===== src/rtl/cla_pkg.sv =====
// Shared defaults and helpers for the pipelined carry-lookahead adder.
package cla_pkg;

    // Default operand width in bits.
    localparam int CLA_DEF_WIDTH = 16;

    // Default lookahead group size in bits.
    localparam int CLA_DEF_GROUP = 4;

    // Number of lookahead groups that tile an operand.
    function automatic int cla_num_groups(input int width, input int group);
        return width / group;
    endfunction

endpackage


===== src/rtl/cla_group.sv =====
// One carry-lookahead group: group propagate/generate and the group's sum bits.
module cla_group
    import cla_pkg::*;
#(
    parameter int GROUP = CLA_DEF_GROUP
) (
    input  logic [GROUP-1:0] p,
    input  logic [GROUP-1:0] g,
    input  logic             cin,
    output logic             gp,
    output logic             gg,
    output logic [GROUP-1:0] s
);

    logic carry_s;

    // Group propagate and generate; deliberately independent of cin so the
    // inter-group lookahead never loops back through this block.
    always_comb begin
        gp = &p;
        gg = 1'b0;
        for (int k = 0; k < GROUP; k++) begin
            gg = g[k] | (p[k] & gg);
        end
    end

    // Sum bits of this group from the group carry-in.
    always_comb begin
        carry_s = cin;
        s       = '0;
        for (int k = 0; k < GROUP; k++) begin
            s[k]    = p[k] ^ carry_s;
            carry_s = g[k] | (p[k] & carry_s);
        end
    end

endmodule


===== src/rtl/pipe_cla_adder.sv =====
// Two-stage pipelined carry-lookahead adder with valid/ready handshakes.
// Stage 1 registers bit propagate/generate and cin; stage 2 resolves group
// carries by lookahead and registers sum/cout.
// Optional feature: define CLA_OVF_EN to add the registered signed-overflow
// output ovf.
module pipe_cla_adder
    import cla_pkg::*;
#(
    parameter int WIDTH = CLA_DEF_WIDTH,
    parameter int GROUP = CLA_DEF_GROUP
) (
    input  logic             clk,
    input  logic             rst_n,
    input  logic             in_valid,
    output logic             in_ready,
    input  logic [WIDTH-1:0] a,
    input  logic [WIDTH-1:0] b,
    input  logic             cin,
    output logic             out_valid,
    input  logic             out_ready,
    output logic [WIDTH-1:0] sum,
    output logic             cout
`ifdef CLA_OVF_EN
    ,
    output logic             ovf
`endif
);

    localparam int NG = cla_num_groups(WIDTH, GROUP);

    // Stage 1 state.
    logic             s1_valid_r;
    logic [WIDTH-1:0] s1_p_r;
    logic [WIDTH-1:0] s1_g_r;
    logic             s1_cin_r;

    // Stage 2 (output) state.
    logic             out_valid_r;
    logic [WIDTH-1:0] sum_r;
    logic             cout_r;

    // Handshake and datapath nets.
    logic             s2_adv_s;
    logic             s1_adv_s;
    logic             accept_s;
    logic [NG-1:0]    grp_p_s;
    logic [NG-1:0]    grp_g_s;
    logic [NG:0]      grp_c_s;
    logic [WIDTH-1:0] sum_s;
    logic             cout_s;
    logic             term_s;
    logic             acc_s;

    // Pipeline advance: a stage moves when it is empty or its successor moves.
    // in_ready only looks at pipeline state and out_ready, never at in_valid.
    always_comb begin
        s2_adv_s = ~out_valid_r | out_ready;
        s1_adv_s = ~s1_valid_r | s2_adv_s;
        in_ready = s1_adv_s;
        accept_s = in_valid & s1_adv_s;
    end

    // Stage 1 register: capture bitwise propagate/generate and carry-in.
    always_ff @(posedge clk or negedge rst_n) begin
        if (!rst_n) begin
            s1_valid_r <= 1'b0;
            s1_p_r     <= '0;
            s1_g_r     <= '0;
            s1_cin_r   <= 1'b0;
        end else if (s1_adv_s) begin
            s1_valid_r <= accept_s;
            if (accept_s) begin
                s1_p_r   <= a ^ b;
                s1_g_r   <= a & b;
                s1_cin_r <= cin;
            end
        end
    end

    genvar gi;
    generate
        for (gi = 0; gi < NG; gi++) begin : g_grp
            cla_group #(
                .GROUP (GROUP)
            ) u_grp (
                .p   (s1_p_r[gi*GROUP +: GROUP]),
                .g   (s1_g_r[gi*GROUP +: GROUP]),
                .cin (grp_c_s[gi]),
                .gp  (grp_p_s[gi]),
                .gg  (grp_g_s[gi]),
                .s   (sum_s[gi*GROUP +: GROUP])
            );
        end
    endgenerate

    // Group carries as flat sum-of-products over group P/G and the registered
    // cin, so no carry waits on the previous group's carry.
    always_comb begin
        grp_c_s    = '0;
        term_s     = 1'b0;
        acc_s      = 1'b0;
        grp_c_s[0] = s1_cin_r;
        for (int i = 0; i < NG; i++) begin
            acc_s = 1'b0;
            for (int j = 0; j <= i; j++) begin
                term_s = grp_g_s[j];
                for (int k = j + 1; k <= i; k++) begin
                    term_s = term_s & grp_p_s[k];
                end
                acc_s = acc_s | term_s;
            end
            term_s = s1_cin_r;
            for (int k = 0; k <= i; k++) begin
                term_s = term_s & grp_p_s[k];
            end
            grp_c_s[i+1] = acc_s | term_s;
        end
        cout_s = grp_c_s[NG];
    end

    // Stage 2 register: result and carry-out, held while the consumer stalls.
    always_ff @(posedge clk or negedge rst_n) begin
        if (!rst_n) begin
            out_valid_r <= 1'b0;
            sum_r       <= '0;
            cout_r      <= 1'b0;
        end else if (s2_adv_s) begin
            out_valid_r <= s1_valid_r;
            if (s1_valid_r) begin
                sum_r  <= sum_s;
                cout_r <= cout_s;
            end
        end
    end

`ifdef CLA_OVF_EN
    logic ovf_r;
    logic ovf_s;

    // Carry into the MSB is recovered as p[MSB] ^ sum[MSB]; overflow is that
    // carry disagreeing with cout.
    always_comb begin
        ovf_s = s1_p_r[WIDTH-1] ^ sum_s[WIDTH-1] ^ cout_s;
    end

    // Overflow register, aligned with sum_r/cout_r.
    always_ff @(posedge clk or negedge rst_n) begin
        if (!rst_n) begin
            ovf_r <= 1'b0;
        end else if (s2_adv_s && s1_valid_r) begin
            ovf_r <= ovf_s;
        end
    end

    assign ovf = ovf_r;
`endif

    assign out_valid = out_valid_r;
    assign sum       = sum_r;
    assign cout      = cout_r;

endmodule


===== config.mk =====
export PLATFORM = sky130hd
export DESIGN_NAME = pipe_cla_adder
export DESIGN_NICKNAME = d
export VERILOG_FILES = /design/src/rtl/cla_pkg.sv /design/src/rtl/cla_group.sv /design/src/rtl/pipe_cla_adder.sv
export SDC_FILE = /design/constraint.sdc
export NUM_CORES = 1
export LEC_CHECK = 0
export ABC_CLOCK_PERIOD_IN_PS = 7880
export BUFFER_PORTS_ARGS = -buffer_cell sky130_fd_sc_hd__buf_4
export CORE_UTILIZATION = 60
export CTS_BUF_LIST = sky130_fd_sc_hd__clkbuf_8
export DETAILED_ROUTE_END_ITERATION = 10
export PLACE_DENSITY = 0.87
export SYNTH_ARGS = -nofsm -noshare
export SYNTH_HDL_FRONTEND = slang
export SYNTH_SLANG_ARGS = --single-unit

===== constraint.sdc =====
create_clock -name clk -period 7.88 [get_ports clk]
set_input_delay 0.788 -clock clk [delete_from_list [all_inputs] [get_ports clk]]
set_output_delay 0.788 -clock clk [all_outputs]
set_load 0.01 [all_outputs]

==> flow_summary.json <==
{
  "grt_pass1_vias": 1672,
  "final_design_area_no_fill_mm2": 0.00308,
  "worst_slew_pin_slew_ps": 790,
  "grt_max_degree": 53,
  "avgSynthCellArea_um2": 13.4,
  "vias": 1648,
  "cts_root_buffer": "clkbuf_8",
  "powerDensity_mw_per_mm2": 263,
  "tns_ps": 0,
  "initial_utilization": 0.627,
  "dp_cells": 288,
  "synth_simple_gate_area_share": 0.0673,
  "io_buffers": 55,
  "dp_hpwl_um": 3290,
  "skew_ps": 7.78,
  "gp_congestion": 0.738,
  "nNetsFinal": 310,
  "cts_tree": "yes",
  "seqCellArea_mm2": 0.00130,
  "final-hold-violation-count": 0,
  "antenna_found_initial": 0,
  "post_cts_buffers": 0,
  "dr.first_iter.drc_count": 68,
  "overflow": 0,
  "pin_count": 56,
  "ctsHtreeMaxLevel": 2,
  "timing.max_cap.violations": 0,
  "netlist_top_cells_area": "dfrtp_1 52%, mux2_2 20%, ha_1 14%, or2_2 2.0%, o21ai_0 1.4%",
  "detail_route.wl_per_cell_um": 15.4,
  "num_rows": 23,
  "rsz0062_at_grt": "no",
  "hold_ws_ps": 496,
  "critPathRequiredTime_ps": 8040,
  "grt_pass1_wl_um": 7560,
  "synth_top_family_by_area": "multiplexers",
  "ys.warnings.count": 0,
  "muxShareOfSynthArea": 0.202,
  "post-route-util": 0.769,
  "mostFrequentLayoutCells": "56 x buf_4, 52 x dfrtp_1, 45 x mux2_2",
  "netlist_area_mm2": 0.00251,
  "yosys.area.top_type": "dfrtp_1",
  "seq_area_frac_synth": 0.518,
  "maxSlewHeadroom": 0.472,
  "status": "completed",
  "placed_area_mm2": 0.00297,
  "drt-total-wl_um": 4550,
  "synth-xor-area-share": 0.0140,
  "grt_use_total": 0.234,
  "detail-route-antenna-nets": 0,
  "total_power_mw": 0.809,
  "cts_buffer_depth": 2,
  "first_pass_iters": 4,
  "cts_resized": 0,
  "routed_via_density": 5.57,
  "hp-class": "primary input to async pin",
  "ys_types": 25,
  "synth-compound-area-share": 0.0479,
  "finalCriticalPeriod_ps": 2860,
  "coreArea_mm2": 0.00400,
  "period_share": 0.363,
  "n_fill_cell": 284,
  "numCtsBuffers": 5,
  "fp.dieH_um": 66.7,
  "vdd_drop_max_v": 0.000158,
  "cp-start-kind": "register",
  "setup_violations": 0,
  "pre_cts_ws_ps": 5020,
  "p_leak_nw": 1.51,
  "crit_path_max_fanout": 4,
  "antennaDiodeCount": 0,
  "synthAdderAreaFrac": 0.140,
  "clk_pin_slew_ps": 90,
  "worst-setup-path-type": "register to register",
  "clock_sinks": 52,
  "crit_arrival_ps": 3010,
  "instances_no_fill": 296,
  "clk_latency_ps": 300,
  "cp-end-kind": "register",
  "worst_slack_ps": 5020,
  "synth_nets": 252,
  "synth_seq_cells": 52,
  "fmax_mhz": 350,
  "multi_input_area_mm2": 0.00118,
  "slew_violations": 0,
  "synth_top_area_frac": 0.518,
  "post-route-drc-count": 0,
  "drive_gt1_frac": 0.480,
  "syn2layout_area_growth_pct": 22.6,
  "ff2ff_path_depth": 13,
  "cts_hold_buf": 0,
  "layout.cells.most_common": "buf_4",
  "syn-instance-count": 187,
  "die_w_um": 66.7,
  "dieArea_mm2": 0.00445
}
state kept, by name, summed over array words and instances (netlist names):
name	cells
s1_cin_r	1
sum	16
out_valid	1
s1_p_r	16
s1_valid_r	1
s1_g_r	16
cout	1
Yosys cell counts:
cell,instances
o21bai_1,1
nand3b_1,1
inv_2,1
o21ai_1,1
nand4_1,2
ha_1,28
and3_1,1
buf_2,4
a221o_1,1
a31oi_1,1
a211oi_2,1
nor3_1,1
or2_2,8
nand2b_1,3
a2111oi_0,1
dfrtp_1,52
xor2_1,4
nor2_1,8
nand2_1,8
and4_1,1
a211oi_1,2
o21ai_0,7
mux2_2,45
clkbuf_1,1
a21oi_1,4
cell type report:
cell class | instances | share of cell area
clock buffer | 5 | 0.0224
timing repair buffer | 56 | 0.137
multi-input combinational | 129 | 0.384
inverter | 1 | 0.00122
sequential | 52 | 0.423
tap | 50 | 0.0203
clock inverter | 3 | 0.0126
worst paths after layout:
check / start / endpoint / slack [ps]
setup / recovery: s1_p_r[3]$_DFFE_PN0P_ / sum[15]$_DFFE_PN0P_ / 5020
hold / removal: rst_n / sum[4]$_DFFE_PN0P_ / 500
setup reg to reg: s1_p_r[3]$_DFFE_PN0P_ / sum[15]$_DFFE_PN0P_ / 5020
hold reg to reg: sum[7]$_DFFE_PN0P_ / sum[7]$_DFFE_PN0P_ / 500
max in group asynchronous: rst_n / sum[11]$_DFFE_PN0P_ / 6960
min in group clk: sum[7]$_DFFE_PN0P_ / sum[7]$_DFFE_PN0P_ / 500
cells by family after synthesis:
kind of cell / Yosys count
DFF: 52
muxes: 45
and+or+nand+nor: 33
adders and majority gates: 28
AOI/OAI and AO/OA: 19
buffers and inverters: 6
xor gates and xnor gates: 4
worst max-delay path, cell delays in order, from the launching register on:
cell and delay [ps]:
dfrtp_1 410, and3_1 190, a31oi_1 150, o21ai_1 130, a211oi_2 270, o21bai_1 110
ha_1 190, or2_2 270, ha_1 190, or2_2 270, ha_1 190, nor2_1 110
xor2_1 140, o21ai_0 80
power breakdown:
group / internal (mW) / switching (mW)
clock network: 0.0930 / 0.0834
registers: 0.335 / 0.0476
logic: 0.146 / 0.103
total: 0.575 / 0.234
per-layer routing:
| metal | GRT usage | vias up | wire (um) |
|---|---|---|---|
| li1 | - | 790 | - |
| met5 | 0 | - | 0 |
| met4 | 0.0798 | 0 | 45 |
| met1 | 0.288 | 818 | 1950 |
| met2 | 0.402 | 35 | 2370 |
| met3 | 0.0514 | 5 | 180 |
(Power assumes the default switching activity.)
